<file path="src/rtl/agh_io_pkg.sv">
// Shared constants and types for the AGH I/O bank: ID word, register map
// offsets, channel stride, mode and Avalon response encodings.
package agh_io_pkg;

  localparam logic [31:0] ID_VALUE = 32'h4147_4901;

  // Word indices (byte address bits [11:2])
  localparam logic [9:0] IDX_ID  = 10'h000;
  localparam logic [9:0] IDX_CFG = 10'h001;
  localparam logic [9:0] CH_BASE = 10'h010;

  localparam int unsigned CH_STRIDE = 4;

  // Offsets within a channel block
  localparam logic [1:0] OFF_VALUE  = 2'd0;
  localparam logic [1:0] OFF_MODE   = 2'd1;
  localparam logic [1:0] OFF_PERIOD = 2'd2;
  localparam logic [1:0] OFF_STATUS = 2'd3;

  typedef enum logic {
    MODE_STATIC = 1'b0,
    MODE_BLINK  = 1'b1
  } mode_e;

  typedef enum logic [1:0] {
    RESP_OKAY   = 2'b00,
    RESP_SLVERR = 2'b10,
    RESP_DECERR = 2'b11
  } resp_e;

  // Merge write data into the current register word, lane by lane
  function automatic logic [31:0] be_merge(input logic [31:0] old_w,
                                           input logic [31:0] wdata,
                                           input logic [3:0]  be);
    logic [31:0] r;
    r = old_w;
    for (int unsigned i = 0; i < 4; i++) begin
      if (be[i]) r[8*i +: 8] = wdata[8*i +: 8];
    end
    return r;
  endfunction

endpackage

</file>
<file path="src/rtl/agh_io_blink.sv">
// Per-channel blink timer: counts up to period-1, then toggles phase.
// Held at counter 0 / phase 1 when static, when period is 0, or on restart.
module agh_io_blink #(
  parameter int unsigned PRESC_W = 24
) (
  input  logic               clk,
  input  logic               rst_n,
  input  logic               mode_blink,
  input  logic [PRESC_W-1:0] period,
  input  logic               restart,
  output logic               phase
);

  logic [PRESC_W-1:0] cnt_q;

  // Counter and phase; >= guards against ever running past period-1
  always_ff @(posedge clk or negedge rst_n) begin
    if (!rst_n) begin
      cnt_q <= '0;
      phase <= 1'b1;
    end else if (restart || !mode_blink || period == '0) begin
      cnt_q <= '0;
      phase <= 1'b1;
    end else if (cnt_q >= period - PRESC_W'(1)) begin
      cnt_q <= '0;
      phase <= ~phase;
    end else begin
      cnt_q <= cnt_q + PRESC_W'(1);
    end
  end

endmodule

</file>
<file path="src/rtl/agh_io_bank.sv">
// Avalon-MM register bank driving N_CH output channels, each either a
// static value or a value gated by a programmable blink timer.
module agh_io_bank
  import agh_io_pkg::*;
#(
  parameter int unsigned N_CH    = 4,
  parameter int unsigned DATA_W  = 8,
  parameter int unsigned PRESC_W = 24
) (
  input  logic                   clk,
  input  logic                   rst_n,
  input  logic [11:0]            avs_s0_address,
  input  logic                   avs_s0_read,
  input  logic                   avs_s0_write,
  input  logic [3:0]             avs_s0_byteenable,
  input  logic [31:0]            avs_s0_writedata,
  output logic                   avs_s0_waitrequest,
  output logic [31:0]            avs_s0_readdata,
  output logic                   avs_s0_readdatavalid,
  output logic                   avs_s0_writeresponsevalid,
  output logic [1:0]             avs_s0_response,
  output logic [N_CH*DATA_W-1:0] out
);

  localparam int unsigned CH_SPAN = N_CH * CH_STRIDE;

  logic [9:0]         idx;
  logic [9:0]         rel;
  logic [7:0]         ch_sel;
  logic [1:0]         off;
  logic               is_ch;

  logic [DATA_W-1:0]  value_q  [N_CH];
  mode_e              mode_q   [N_CH];
  logic [PRESC_W-1:0] period_q [N_CH];
  logic [N_CH-1:0]    phase;
  logic [N_CH-1:0]    restart;

  logic [31:0]        rd_data;
  logic [31:0]        wr_word;
  resp_e              rd_resp;
  resp_e              wr_resp;
  logic               unused_ok;

  assign idx    = avs_s0_address[11:2];
  assign rel    = idx - CH_BASE;
  assign ch_sel = rel[9:2];
  assign off    = rel[1:0];
  assign is_ch  = (idx >= CH_BASE) && (32'(rel) < CH_SPAN);

  assign avs_s0_waitrequest = 1'b0;
  assign unused_ok          = ^{avs_s0_address[1:0], wr_word};

  // Address decode, read mux, per-access response and write-merge word
  always_comb begin
    rd_data = '0;
    rd_resp = RESP_DECERR;
    wr_resp = RESP_DECERR;
    restart = '0;
    if (idx == IDX_ID) begin
      rd_data = ID_VALUE;
      rd_resp = RESP_OKAY;
      wr_resp = RESP_SLVERR;
    end else if (idx == IDX_CFG) begin
      rd_data = {16'b0, 8'(DATA_W), 8'(N_CH)};
      rd_resp = RESP_OKAY;
      wr_resp = RESP_SLVERR;
    end else if (is_ch) begin
      rd_resp = RESP_OKAY;
      wr_resp = (off == OFF_STATUS) ? RESP_SLVERR : RESP_OKAY;
      for (int unsigned ch = 0; ch < N_CH; ch++) begin
        if (ch_sel == 8'(ch)) begin
          case (off)
            OFF_VALUE:  rd_data = 32'(value_q[ch]);
            OFF_MODE:   rd_data = {31'b0, mode_q[ch]};
            OFF_PERIOD: rd_data = 32'(period_q[ch]);
            default:    rd_data = {31'b0, phase[ch]};
          endcase
          restart[ch] = avs_s0_write && (|avs_s0_byteenable) &&
                        (off == OFF_MODE || off == OFF_PERIOD);
        end
      end
    end
    // rd_data is the stored word zero-extended, so merging into it keeps
    // untouched lanes and the truncation below drops unimplemented bits
    wr_word = be_merge(rd_data, avs_s0_writedata, avs_s0_byteenable);
  end

  // Register file writes
  always_ff @(posedge clk or negedge rst_n) begin
    if (!rst_n) begin
      for (int unsigned ch = 0; ch < N_CH; ch++) begin
        value_q[ch]  <= '0;
        mode_q[ch]   <= MODE_STATIC;
        period_q[ch] <= '0;
      end
    end else if (avs_s0_write && is_ch && (|avs_s0_byteenable)) begin
      for (int unsigned ch = 0; ch < N_CH; ch++) begin
        if (ch_sel == 8'(ch)) begin
          case (off)
            OFF_VALUE:  value_q[ch]  <= wr_word[DATA_W-1:0];
            OFF_MODE:   mode_q[ch]   <= mode_e'(wr_word[0]);
            OFF_PERIOD: period_q[ch] <= wr_word[PRESC_W-1:0];
            default: ;
          endcase
        end
      end
    end
  end

  // Completion strobes, response and registered read data; write wins
  always_ff @(posedge clk or negedge rst_n) begin
    if (!rst_n) begin
      avs_s0_readdata           <= '0;
      avs_s0_readdatavalid      <= 1'b0;
      avs_s0_writeresponsevalid <= 1'b0;
      avs_s0_response           <= RESP_OKAY;
    end else begin
      avs_s0_readdatavalid      <= avs_s0_read && !avs_s0_write;
      avs_s0_writeresponsevalid <= avs_s0_write;
      if (avs_s0_write) begin
        avs_s0_response <= wr_resp;
      end else if (avs_s0_read) begin
        avs_s0_response <= rd_resp;
        avs_s0_readdata <= rd_data;
      end else begin
        avs_s0_response <= RESP_OKAY;
      end
    end
  end

  for (genvar g = 0; g < N_CH; g++) begin : g_ch
    agh_io_blink #(
      .PRESC_W (PRESC_W)
    ) u_blink (
      .clk        (clk),
      .rst_n      (rst_n),
      .mode_blink (mode_q[g] == MODE_BLINK),
      .period     (period_q[g]),
      .restart    (restart[g]),
      .phase      (phase[g])
    );

    // Static mode holds phase at 1, so one gate covers both modes
    assign out[g*DATA_W +: DATA_W] = phase[g] ? value_q[g] : '0;
  end

endmodule

</file>
<file path="config.mk">
export PLATFORM = sky130hd
export DESIGN_NAME = agh_io_bank
export DESIGN_NICKNAME = d
export VERILOG_FILES = /design/src/rtl/agh_io_pkg.sv /design/src/rtl/agh_io_blink.sv /design/src/rtl/agh_io_bank.sv
export SDC_FILE = /design/constraint.sdc
export NUM_CORES = 1
export LEC_CHECK = 0
export CAP_MARGIN = 20
export CELL_PAD_IN_SITES_DETAIL_PLACEMENT = 0
export CELL_PAD_IN_SITES_GLOBAL_PLACEMENT = 2
export CORE_UTILIZATION = 34
export CTS_CLUSTER_DIAMETER = 80
export DETAILED_ROUTE_END_ITERATION = 6
export GPL_ROUTABILITY_DRIVEN = 0
export PLACE_DENSITY = 0.7
export SLEW_MARGIN = 20
export SYNTH_ARGS = -nofsm -noshare
export SYNTH_HDL_FRONTEND = slang
export SYNTH_SLANG_ARGS = --single-unit
</file>
<file path="constraint.sdc">
create_clock -name clk -period 10 [get_ports clk]
set_input_delay 1.5 -clock clk [delete_from_list [all_inputs] [get_ports clk]]
set_output_delay 1.5 -clock clk [all_outputs]
set_load 0.05 [all_outputs]
</file>
==> metrics.txt, run 1 <==
# TYPE chip_impl_metric gauge
chip_impl_metric{name="layout-area-overhead-vs-synth",unit="%"} 16.19
chip_impl_metric{name="clock_sink_count",unit=""} 261
chip_impl_metric{name="cts-htree-levels",unit=""} 2
chip_impl_metric{name="synth.yosys.seq_area_share",unit="%"} 40.35
chip_impl_metric{name="share_of_final_layout_standard_cells_stronger_than_drive_strength_1",unit="%"} 8.287
chip_impl_metric{name="post-cts-setup-buffer-count",unit=""} 0
chip_impl_metric{name="syn_avg_cell_area",unit="um^2"} 9.597
chip_impl_metric{name="grt_pass1_vias",unit=""} 12540
chip_impl_metric{name="post-route-util",unit="%"} 40.26
chip_impl_metric{name="reg2reg_setup_slack",unit="ns"} 5.78
chip_impl_info{name="failed_checks",value="design-rule violations"} 1
chip_impl_metric{name="yosys.cell_types.count",unit=""} 76
chip_impl_info{name="worst_reg2reg_startpoint",value="period_q[29]"} 1
chip_impl_metric{name="wl_per_cell",unit="um"} 20.54
chip_impl_metric{name="die_width",unit="um"} 220.3
chip_impl_info{name="cp-start-kind",value="primary input"} 1
chip_impl_metric{name="whs_path_depth",unit=""} 1
chip_impl_info{name="worst-setup-path-type",value="in -> reg"} 1
chip_impl_metric{name="tns",unit="ns"} 0
chip_impl_metric{name="port_buffers",unit=""} 103
chip_impl_info{name="tritoncts_clock_tree",value="done"} 1
chip_impl_metric{name="critical_path_buf_inv_count",unit=""} 1
chip_impl_info{name="worst_hold_path_startpoint",value="g_ch[1].u_blink.cnt_q[0]"} 1
chip_impl_metric{name="hpwl",unit="um"} 36640
chip_impl_metric{name="grt_max_degree",unit=""} 149
chip_impl_metric{name="cts_inserted_buffers",unit=""} 35
chip_impl_metric{name="area_of_the_die",unit="mm^2"} 0.04853
chip_impl_metric{name="clkLatencyLatePin",unit="ns"} 0.54
chip_impl_info{name="hold_class",value="reg -> reg"} 1
chip_impl_info{name="crit_path_cell_trace",value="clkdlybuf4s50_1 -> o41ai_2 -> o41ai_1 -> a31oi_1 -> nand3_1 -> nor2_1"} 1
chip_impl_metric{name="number_of_synthesized_flops_with_an_enable_pin",unit=""} 0
chip_impl_metric{name="core_area",unit="mm^2"} 0.04675
chip_impl_metric{name="die_h",unit="um"} 220.3
chip_impl_metric{name="multi_input_area",unit="mm^2"} 0.009175
chip_impl_metric{name="max_cap_viol_count",unit=""} 0
chip_impl_info{name="leading_cell_types_in_the_layout_fill_and_taps_excluded",value="257 x sky130_fd_sc_hd__dfrtp_1, 190 x sky130_fd_sc_hd__nor2_1, 174 x sky130_fd_sc_hd__nand2_1"} 1
chip_impl_metric{name="slew-limit-headroom",unit="%"} 34.56
chip_impl_metric{name="cts_hold_buf",unit=""} 0
chip_impl_info{name="cell_chosen_for_the_clock_root",value="sky130_fd_sc_hd__clkbuf_16"} 1
chip_impl_info{name="r2r_end",value="g_ch[2].u_blink.cnt_q[3]"} 1
chip_impl_metric{name="postSynthRegisterBits",unit=""} 261
chip_impl_metric{name="antenna_diode_instance_count",unit=""} 0
chip_impl_metric{name="antenna_found_initial",unit=""} 0
chip_impl_metric{name="clock-skew-final",unit="ns"} 0.01957
chip_impl_metric{name="rows",unit=""} 79
chip_impl_info{name="run_status",value="complete, but fails checks"} 1
chip_impl_metric{name="path_max_fanout",unit=""} 24
chip_impl_metric{name="synth_area",unit="mm^2"} 0.01620
chip_impl_metric{name="clkTransAtPathRegs",unit="ns"} 0.05
chip_impl_info{name="layout.cells.most_common",value="sky130_fd_sc_hd__dfrtp_1"} 1
chip_impl_info{name="synthFlopType",value="sky130_fd_sc_hd__dfrtp_1"} 1
chip_impl_metric{name="ant_nets",unit=""} 0
chip_impl_metric{name="io-pin-count",unit=""} 121
chip_impl_info{name="worstSetupEndpointType",value="register"} 1
chip_impl_metric{name="final.period_utilization",unit="%"} 43.77
chip_impl_metric{name="nFillCells",unit=""} 4660
chip_impl_metric{name="timing.critical_path.arrival",unit="ns"} 4.82
chip_impl_metric{name="pwr_density_cell",unit="mW/mm^2"} 133.3
chip_impl_metric{name="fin_crit",unit="ns"} 4.377
chip_impl_metric{name="worst_slew_pin_slew",unit="ns"} 0.9789
chip_impl_metric{name="gr-usage-all-layers",unit="%"} 20.89
chip_impl_metric{name="reg2reg_depth",unit=""} 12
chip_impl_metric{name="gr-total-overflow",unit=""} 0
chip_impl_metric{name="timing.final.hold_violations",unit=""} 0
chip_impl_metric{name="vias",unit=""} 12670
chip_impl_metric{name="critical_path.max_stage_delay",unit="ns"} 0.92
chip_impl_metric{name="drt_drc_violations_left",unit=""} 2
chip_impl_metric{name="pre_cts_slack",unit="ns"} 5.049
chip_impl_metric{name="setup_viol_count_final",unit=""} 0
chip_impl_metric{name="cell_count_after_synthesis",unit=""} 1688
chip_impl_metric{name="drtPass1Iterations",unit=""} 7
chip_impl_info{name="cell_with_the_largest_stage_delay_on_the_worst_path",value="sky130_fd_sc_hd__clkdlybuf4s50_1"} 1
chip_impl_metric{name="detail_route.vias_per_cell",unit=""} 5.296
chip_impl_metric{name="max_freq",unit="MHz"} 228.5
chip_impl_metric{name="power.static_leakage",unit="nW"} 8.522
chip_impl_metric{name="ir_drop",unit="V"} 0.00009206
chip_impl_metric{name="clock_tree.buffer_depth",unit=""} 3
chip_impl_info{name="unrepaired_setup_endpoints_after_global_routing",value="no"} 1
chip_impl_metric{name="cts_repair_resizes",unit=""} 0
chip_impl_metric{name="setup_ws",unit="ns"} 5.623
chip_impl_info{name="critical_path.top_delay_family",value="compound AO/OA/AOI/OAI gates"} 1
chip_impl_metric{name="routed_wl",unit="um"} 49160
chip_impl_metric{name="ys_async_sr_fraction",unit="%"} 100.0
chip_impl_metric{name="crit_path_required_time",unit="ns"} 10.44
chip_impl_metric{name="synth.yosys.warnings",unit=""} 0
chip_impl_metric{name="start_util",unit="%"} 34.65
chip_impl_info{name="hold_end",value="g_ch[1].u_blink.cnt_q[0]"} 1
chip_impl_metric{name="finalMaxSlewViolations",unit=""} 0
chip_impl_metric{name="ff_latch_area",unit="mm^2"} 0.006536
chip_impl_metric{name="drt_first_iter_violations",unit=""} 831
chip_impl_metric{name="first_pass_grt_wire_length",unit="um"} 76650
chip_impl_metric{name="finish.net_count",unit=""} 1928
sequential cells by signal, indices dropped and copies added, names as in the netlist:
| signal | count |
|---|---|
| g_ch.u_blink.cnt_q | 96 |
| period_q | 96 |
| avs_s0_readdata | 25 |
| mode_q | 4 |
| g_ch.u_blink.phase | 4 |
| avs_s0_readdatavalid | 1 |
| avs_s0_writeresponsevalid | 1 |
| avs_s0_response | 2 |
| value_q | 32 |
cell families after synthesis:
group           share of synthesized area, %
simple gates                           20.02
compound gates                         11.48
flops                                  40.35
xor+xnor                               9.353
buf+inv                                3.221
fa+ha+maj                              8.650
mux                                    6.912
other cells                          0.02315
stage by stage:
stage	hold WS [ns]	instance area (um^2)	instances	total power, mW
2_1_floorplan	0.4440	16220	1694	1.230
3_3_place_gp	0.4655	17740	2334	1.319
3_5_place_dp	0.4751	17740	2334	1.323
4_1_cts	0.4828	18820	2393	2.554
5_1_grt	0.5065	18820	2393	2.611
6_report	0.4822	18820	2393	2.509
per-layer routing:
metal / vias to the layer above / share of wire [%] / routed length (um) / global-route usage (%)
li1: 6168 / - / - / -
met1: 6210 / 47 / 23140 / 29.26
met2: 237 / 47 / 23060 / 33.95
met3: 58 / 4.1 / 2027 / 2.955
met4: 0 / 1.9 / 935 / 4.759
met5: - / 0 / 0 / 0
where the power goes:
| part | internal [mW] | switching (mW) |
|---|---|---|
| Sequential | 1.06 | 0.00799 |
| Combinational | 0.0819 | 0.149 |
| Clock | 0.710 | 0.498 |
how the worst max path moves through the flow:
stage / end / from / depth (start not counted) / slack [ns]
finish: g_ch[0].u_blink.cnt_q[1] / avs_s0_byteenable[1] / 6 / 5.62
global route: g_ch[0].u_blink.cnt_q[9] / avs_s0_byteenable[1] / 6 / 5.41
CTS: g_ch[0].u_blink.cnt_q[1] / avs_s0_byteenable[1] / 6 / 5.61
detailed placement: g_ch[0].u_blink.cnt_q[16] / avs_s0_byteenable[1] / 6 / 5.05
global placement: g_ch[0].u_blink.cnt_q[23] / avs_s0_byteenable[1] / 6 / 5.13
floorplan: g_ch[2].u_blink.cnt_q[17] / period_q[29] / 13 / 6.51
Yosys cell counts (14+ instances only):
library cell,instances,area [um^2]
sky130_fd_sc_hd__a21oi_1,47,235.2
sky130_fd_sc_hd__a221oi_1,14,122.6
sky130_fd_sc_hd__and2_1,39,244.0
sky130_fd_sc_hd__and3_1,21,131.4
sky130_fd_sc_hd__and4_1,16,140.1
sky130_fd_sc_hd__buf_4,16,120.1
sky130_fd_sc_hd__clkbuf_1,48,180.2
sky130_fd_sc_hd__dfrtp_1,257,6431
sky130_fd_sc_hd__ha_1,112,1401
sky130_fd_sc_hd__inv_1,34,127.6
sky130_fd_sc_hd__mux2_1,36,405.4
sky130_fd_sc_hd__mux2_2,37,416.7
sky130_fd_sc_hd__nand2_1,174,653.1
sky130_fd_sc_hd__nand3_1,62,310.3
sky130_fd_sc_hd__nand4_1,39,244.0
sky130_fd_sc_hd__nor2_1,190,713.2
sky130_fd_sc_hd__nor3_1,33,165.2
sky130_fd_sc_hd__nor4_1,27,168.9
sky130_fd_sc_hd__o21ai_0,102,510.5
sky130_fd_sc_hd__o21ai_1,17,85.08
sky130_fd_sc_hd__xnor2_1,93,814.5
sky130_fd_sc_hd__xor2_1,80,700.7
layout make-up:
type | instances | share of cell area, %
multi-input combinational | 1316 | 48.74
sequential | 261 | 34.72
timing repair buffer | 115 | 6.022
clock buffer | 49 | 5.411
tap | 607 | 4.035
inverter | 35 | 0.6980
clock inverter | 10 | 0.3656
Note: power is estimated with default switching activity, not from simulation.
==> inputs of run 2 (changes only) <==
==> constraint.sdc (replaced) <==
create_clock -name clk -period 4.24 [get_ports clk]
set_input_delay 0.636 -clock clk [delete_from_list [all_inputs] [get_ports clk]]
set_output_delay 0.636 -clock clk [all_outputs]
set_load 0.05 [all_outputs]
==> run 2 against run 1 <==
Compared with the run above:
- the flow still finishes with violations (design-rule violations)
- global-route usage is 0.13 points higher
- highest routed layer unchanged
- sequential share of layout area down 0.49 points
- combinational power is 140% higher
- critical path depth is 7 higher
- core utilization is 0.58 points higher
- critical path type is now reg -> reg
- sequential cell count unchanged
- total power increased by 140%
- count of clock-buffer cells in the layout increased by 2
- register-to-register slack got worse by 5.5 ns
- clock power grew 140%
- largest cell class unchanged
- first-iteration DRC count rose by 7.2%
- die area did not move
==> metrics.txt, run 2 (synthesis gave the netlist of run 1 again) <==
# TYPE chip_impl_metric gauge
chip_impl_metric{name="clock-skew-final",unit="ns"} 0.008403
chip_impl_metric{name="grt_pass1_vias",unit=""} 12420
chip_impl_metric{name="gr-usage-all-layers",unit="%"} 21.02
chip_impl_info{name="layout.cells.most_common",value="sky130_fd_sc_hd__dfrtp_1"} 1
chip_impl_metric{name="critical_path.max_stage_delay",unit="ns"} 0.65
chip_impl_metric{name="drt_drc_violations_left",unit=""} 2
chip_impl_metric{name="cellInternalPower",unit="mW"} 4.543
chip_impl_metric{name="setup_ws",unit="ns"} 0.3162
chip_impl_metric{name="detail_route.vias_per_cell",unit=""} 5.242
chip_impl_metric{name="share_of_final_layout_standard_cells_stronger_than_drive_strength_1",unit="%"} 9.448
chip_impl_metric{name="tns",unit="ns"} 0
chip_impl_metric{name="layout-area-overhead-vs-synth",unit="%"} 17.86
chip_impl_metric{name="cts_hold_buf",unit=""} 0
chip_impl_metric{name="power.switching_fraction",unit="%"} 24.76
chip_impl_info{name="reg_top3",value="g_ch.u_blink.cnt_q (96), period_q (96), value_q (32)"} 1
chip_impl_metric{name="final.period_utilization",unit="%"} 92.54
chip_impl_info{name="worstSetupEndpointType",value="register"} 1
chip_impl_metric{name="fin_crit",unit="ns"} 3.924
chip_impl_metric{name="crit_path_required_time",unit="ns"} 4.70
chip_impl_metric{name="io-pin-count",unit=""} 121
chip_impl_metric{name="antenna_found_initial",unit=""} 0
chip_impl_metric{name="clkTransAtPathRegs",unit="ns"} 0.05
chip_impl_metric{name="design_power_total",unit="mW"} 6.038
chip_impl_metric{name="timing.final.hold_violations",unit=""} 0
chip_impl_metric{name="port_buffers",unit=""} 103
chip_impl_metric{name="worst_slew_pin_slew",unit="ns"} 1.078
chip_impl_metric{name="wl_per_cell",unit="um"} 20.53
chip_impl_info{name="run_status",value="complete, but fails checks"} 1
chip_impl_info{name="cell_with_the_largest_stage_delay_on_the_worst_path",value="sky130_fd_sc_hd__or4_1"} 1
chip_impl_info{name="worst-setup-path-type",value="reg -> reg"} 1
chip_impl_metric{name="hpwl",unit="um"} 37850
chip_impl_metric{name="antenna_diode_instance_count",unit=""} 0
chip_impl_metric{name="layoutNonFillerInstCount",unit=""} 2417
chip_impl_metric{name="first_pass_grt_wire_length",unit="um"} 77070
chip_impl_info{name="cp-start-kind",value="register"} 1
chip_impl_info{name="cell_chosen_for_the_clock_root",value="sky130_fd_sc_hd__clkbuf_16"} 1
chip_impl_metric{name="die_width",unit="um"} 220.3
chip_impl_info{name="hold_class",value="in -> async"} 1
chip_impl_metric{name="max_freq",unit="MHz"} 254.9
chip_impl_metric{name="finish.net_count",unit=""} 1953
chip_impl_metric{name="power.static_leakage",unit="nW"} 8.690
chip_impl_metric{name="gr-total-overflow",unit=""} 0
chip_impl_metric{name="global_route.usage.met2",unit="%"} 33.77
chip_impl_metric{name="core_area",unit="mm^2"} 0.04675
chip_impl_metric{name="pre_cts_slack",unit="ns"} 0.2186
chip_impl_metric{name="clock_tree.buffer_depth",unit=""} 3
chip_impl_info{name="critical_path.top_delay_family",value="simple AND/OR/NAND/NOR gates"} 1
chip_impl_info{name="failed_checks",value="design-rule violations"} 1
chip_impl_metric{name="die_h",unit="um"} 220.3
chip_impl_metric{name="vias",unit=""} 12670
chip_impl_metric{name="share_comb_of_total_power",unit="%"} 9.3
chip_impl_metric{name="path_max_fanout",unit=""} 24
chip_impl_info{name="gr-max-usage-layer",value="met2"} 1
chip_impl_metric{name="critical_path_buf_inv_count",unit=""} 2
chip_impl_metric{name="power_switching",unit="mW"} 1.495
chip_impl_metric{name="slew-limit-headroom",unit="%"} 28.11
chip_impl_metric{name="drtPass1Iterations",unit=""} 7
chip_impl_metric{name="rows",unit=""} 79
chip_impl_metric{name="ir_drop",unit="V"} 0.0002498
chip_impl_info{name="crit_top_cell",value="sky130_fd_sc_hd__or4_1"} 1
chip_impl_metric{name="timing.critical_path.arrival",unit="ns"} 4.39
chip_impl_metric{name="pwr-share-seq",unit="%"} 41.8
chip_impl_metric{name="area_of_the_die",unit="mm^2"} 0.04853
chip_impl_metric{name="met1_usage_grt",unit="%"} 29.48
chip_impl_metric{name="grt_max_degree",unit=""} 91
chip_impl_metric{name="finalMaxSlewViolations",unit=""} 0
chip_impl_info{name="leading_cell_types_in_the_layout_fill_and_taps_excluded",value="257 x sky130_fd_sc_hd__dfrtp_1, 190 x sky130_fd_sc_hd__nor2_1, 174 x sky130_fd_sc_hd__nand2_1"} 1
chip_impl_info{name="tritoncts_clock_tree",value="done"} 1
chip_impl_metric{name="placed_cells",unit=""} 2360
chip_impl_metric{name="drt_first_iter_violations",unit=""} 891
chip_impl_metric{name="max_cap_viol_count",unit=""} 0
chip_impl_metric{name="ant_nets",unit=""} 0
chip_impl_info{name="crit_path_cell_trace",value="or4_1 -> or4_1 -> inv_1 -> nand2_1 -> nor3_1 -> xnor2_1 -> ha_1 -> o21ai_0 -> o21bai_1 -> a2111o_1 -> a211o_1 -> buf_4 -> nor2_1"} 1
chip_impl_metric{name="power_frac_clock",unit="%"} 48.9
chip_impl_metric{name="cts_inserted_buffers",unit=""} 34
chip_impl_metric{name="cts-htree-levels",unit=""} 2
chip_impl_info{name="unrepaired_setup_endpoints_after_global_routing",value="no"} 1
chip_impl_metric{name="clock_sink_count",unit=""} 261
chip_impl_metric{name="start_util",unit="%"} 34.65
chip_impl_metric{name="grt_use_met3",unit="%"} 3.354
chip_impl_metric{name="clkLatencyLatePin",unit="ns"} 0.54
chip_impl_metric{name="routed_wl",unit="um"} 49610
chip_impl_metric{name="setup_viol_count_final",unit=""} 0
chip_impl_metric{name="pwr_density_cell",unit="mW/mm^2"} 316.2
## run 2: changes by cell type in the layout (fill, tap and decap cells not counted), moves of 2 or more
cell	previous run	this run
sky130_fd_sc_hd__buf_4	11	36
sky130_fd_sc_hd__bufinv_16	0	2
sky130_fd_sc_hd__clkbuf_16	35	37
sky130_fd_sc_hd__clkinvlp_4	3	1
sky130_fd_sc_hd__inv_6	2	0
## run 2: worst reg2reg max path: stages (launching register included)
cell                       delay, ns
sky130_fd_sc_hd__dfrtp_1        0.42
sky130_fd_sc_hd__or4_1          0.65
sky130_fd_sc_hd__or4_1          0.57
sky130_fd_sc_hd__inv_1          0.11
sky130_fd_sc_hd__nand2_1        0.16
sky130_fd_sc_hd__nor3_1         0.25
sky130_fd_sc_hd__xnor2_1        0.17
sky130_fd_sc_hd__ha_1           0.26
sky130_fd_sc_hd__o21ai_0        0.16
sky130_fd_sc_hd__o21bai_1       0.11
sky130_fd_sc_hd__a2111o_1       0.35
sky130_fd_sc_hd__a211o_1        0.30
sky130_fd_sc_hd__buf_4          0.22
sky130_fd_sc_hd__nor2_1         0.14
## run 2: area by class of cell
cell class | count | area (um^2)
Timing Repair Buffer | 141 | 1341
Inverter | 35 | 131.4
Clock inverter | 6 | 82.58
Multi-Input combinational cell | 1316 | 9185
Fill cell | 4607 | 27660
Tap cell | 607 | 759.5
Sequential cell | 261 | 6536
Clock buffer | 51 | 1059
## run 2: what timing repair did
action	CTS	global route
setup buffers	0	0
endpoints found under the setup margin	0	20
gates resized for setup	0	2
## run 2: per-stage QoR
stage / instance area (um^2) / hold slack, ns / utilization, %
after floorplan: 16220 / 0.3404 / -
after detailed placement: 17940 / 0.4732 / 38.38
final: 19090 / 0.08080 / 40.84
after CTS: 19080 / 0.1398 / 40.82
after global placement: 17940 / 0.4650 / 38.38
after global routing: 19090 / 0.1479 / 40.84
## run 2: final timing paths
path	startpoint	end	slack (ns)	cells past startpoint
min in group clk	avs_s0_readdata[9]	avs_s0_readdata[9]	0.48	2
setup reg to reg	period_q[29]	g_ch[2].u_blink.cnt_q[14]	0.32	13
max in group asynchronous	rst_n	period_q[29]	3.09	2
setup / recovery	period_q[29]	g_ch[2].u_blink.cnt_q[14]	0.32	13
hold / removal	rst_n	g_ch[1].u_blink.cnt_q[21]	0.08	1
hold reg to reg	avs_s0_readdata[9]	avs_s0_readdata[9]	0.48	2
## run 2: metal layers
metal  vias up  part of all wire, %
met2       192                   47
met3        51                  3.7
met5         -                    0
met1      6217                   48
met4         0                  1.8
li1       6210                    -
## run 2: power groups by stage
| stage | Clock [mW] | Combinational [mW] | Sequential, mW |
|---|---|---|---|
| after floorplan | 0 | 0.333 | 2.57 |
| after global placement | 0 | 0.558 | 2.57 |
| after detailed placement | 0 | 0.566 | 2.57 |
| after CTS | 3.04 | 0.569 | 2.52 |
| after global routing | 3.14 | 0.624 | 2.52 |
| final | 2.95 | 0.561 | 2.52 |
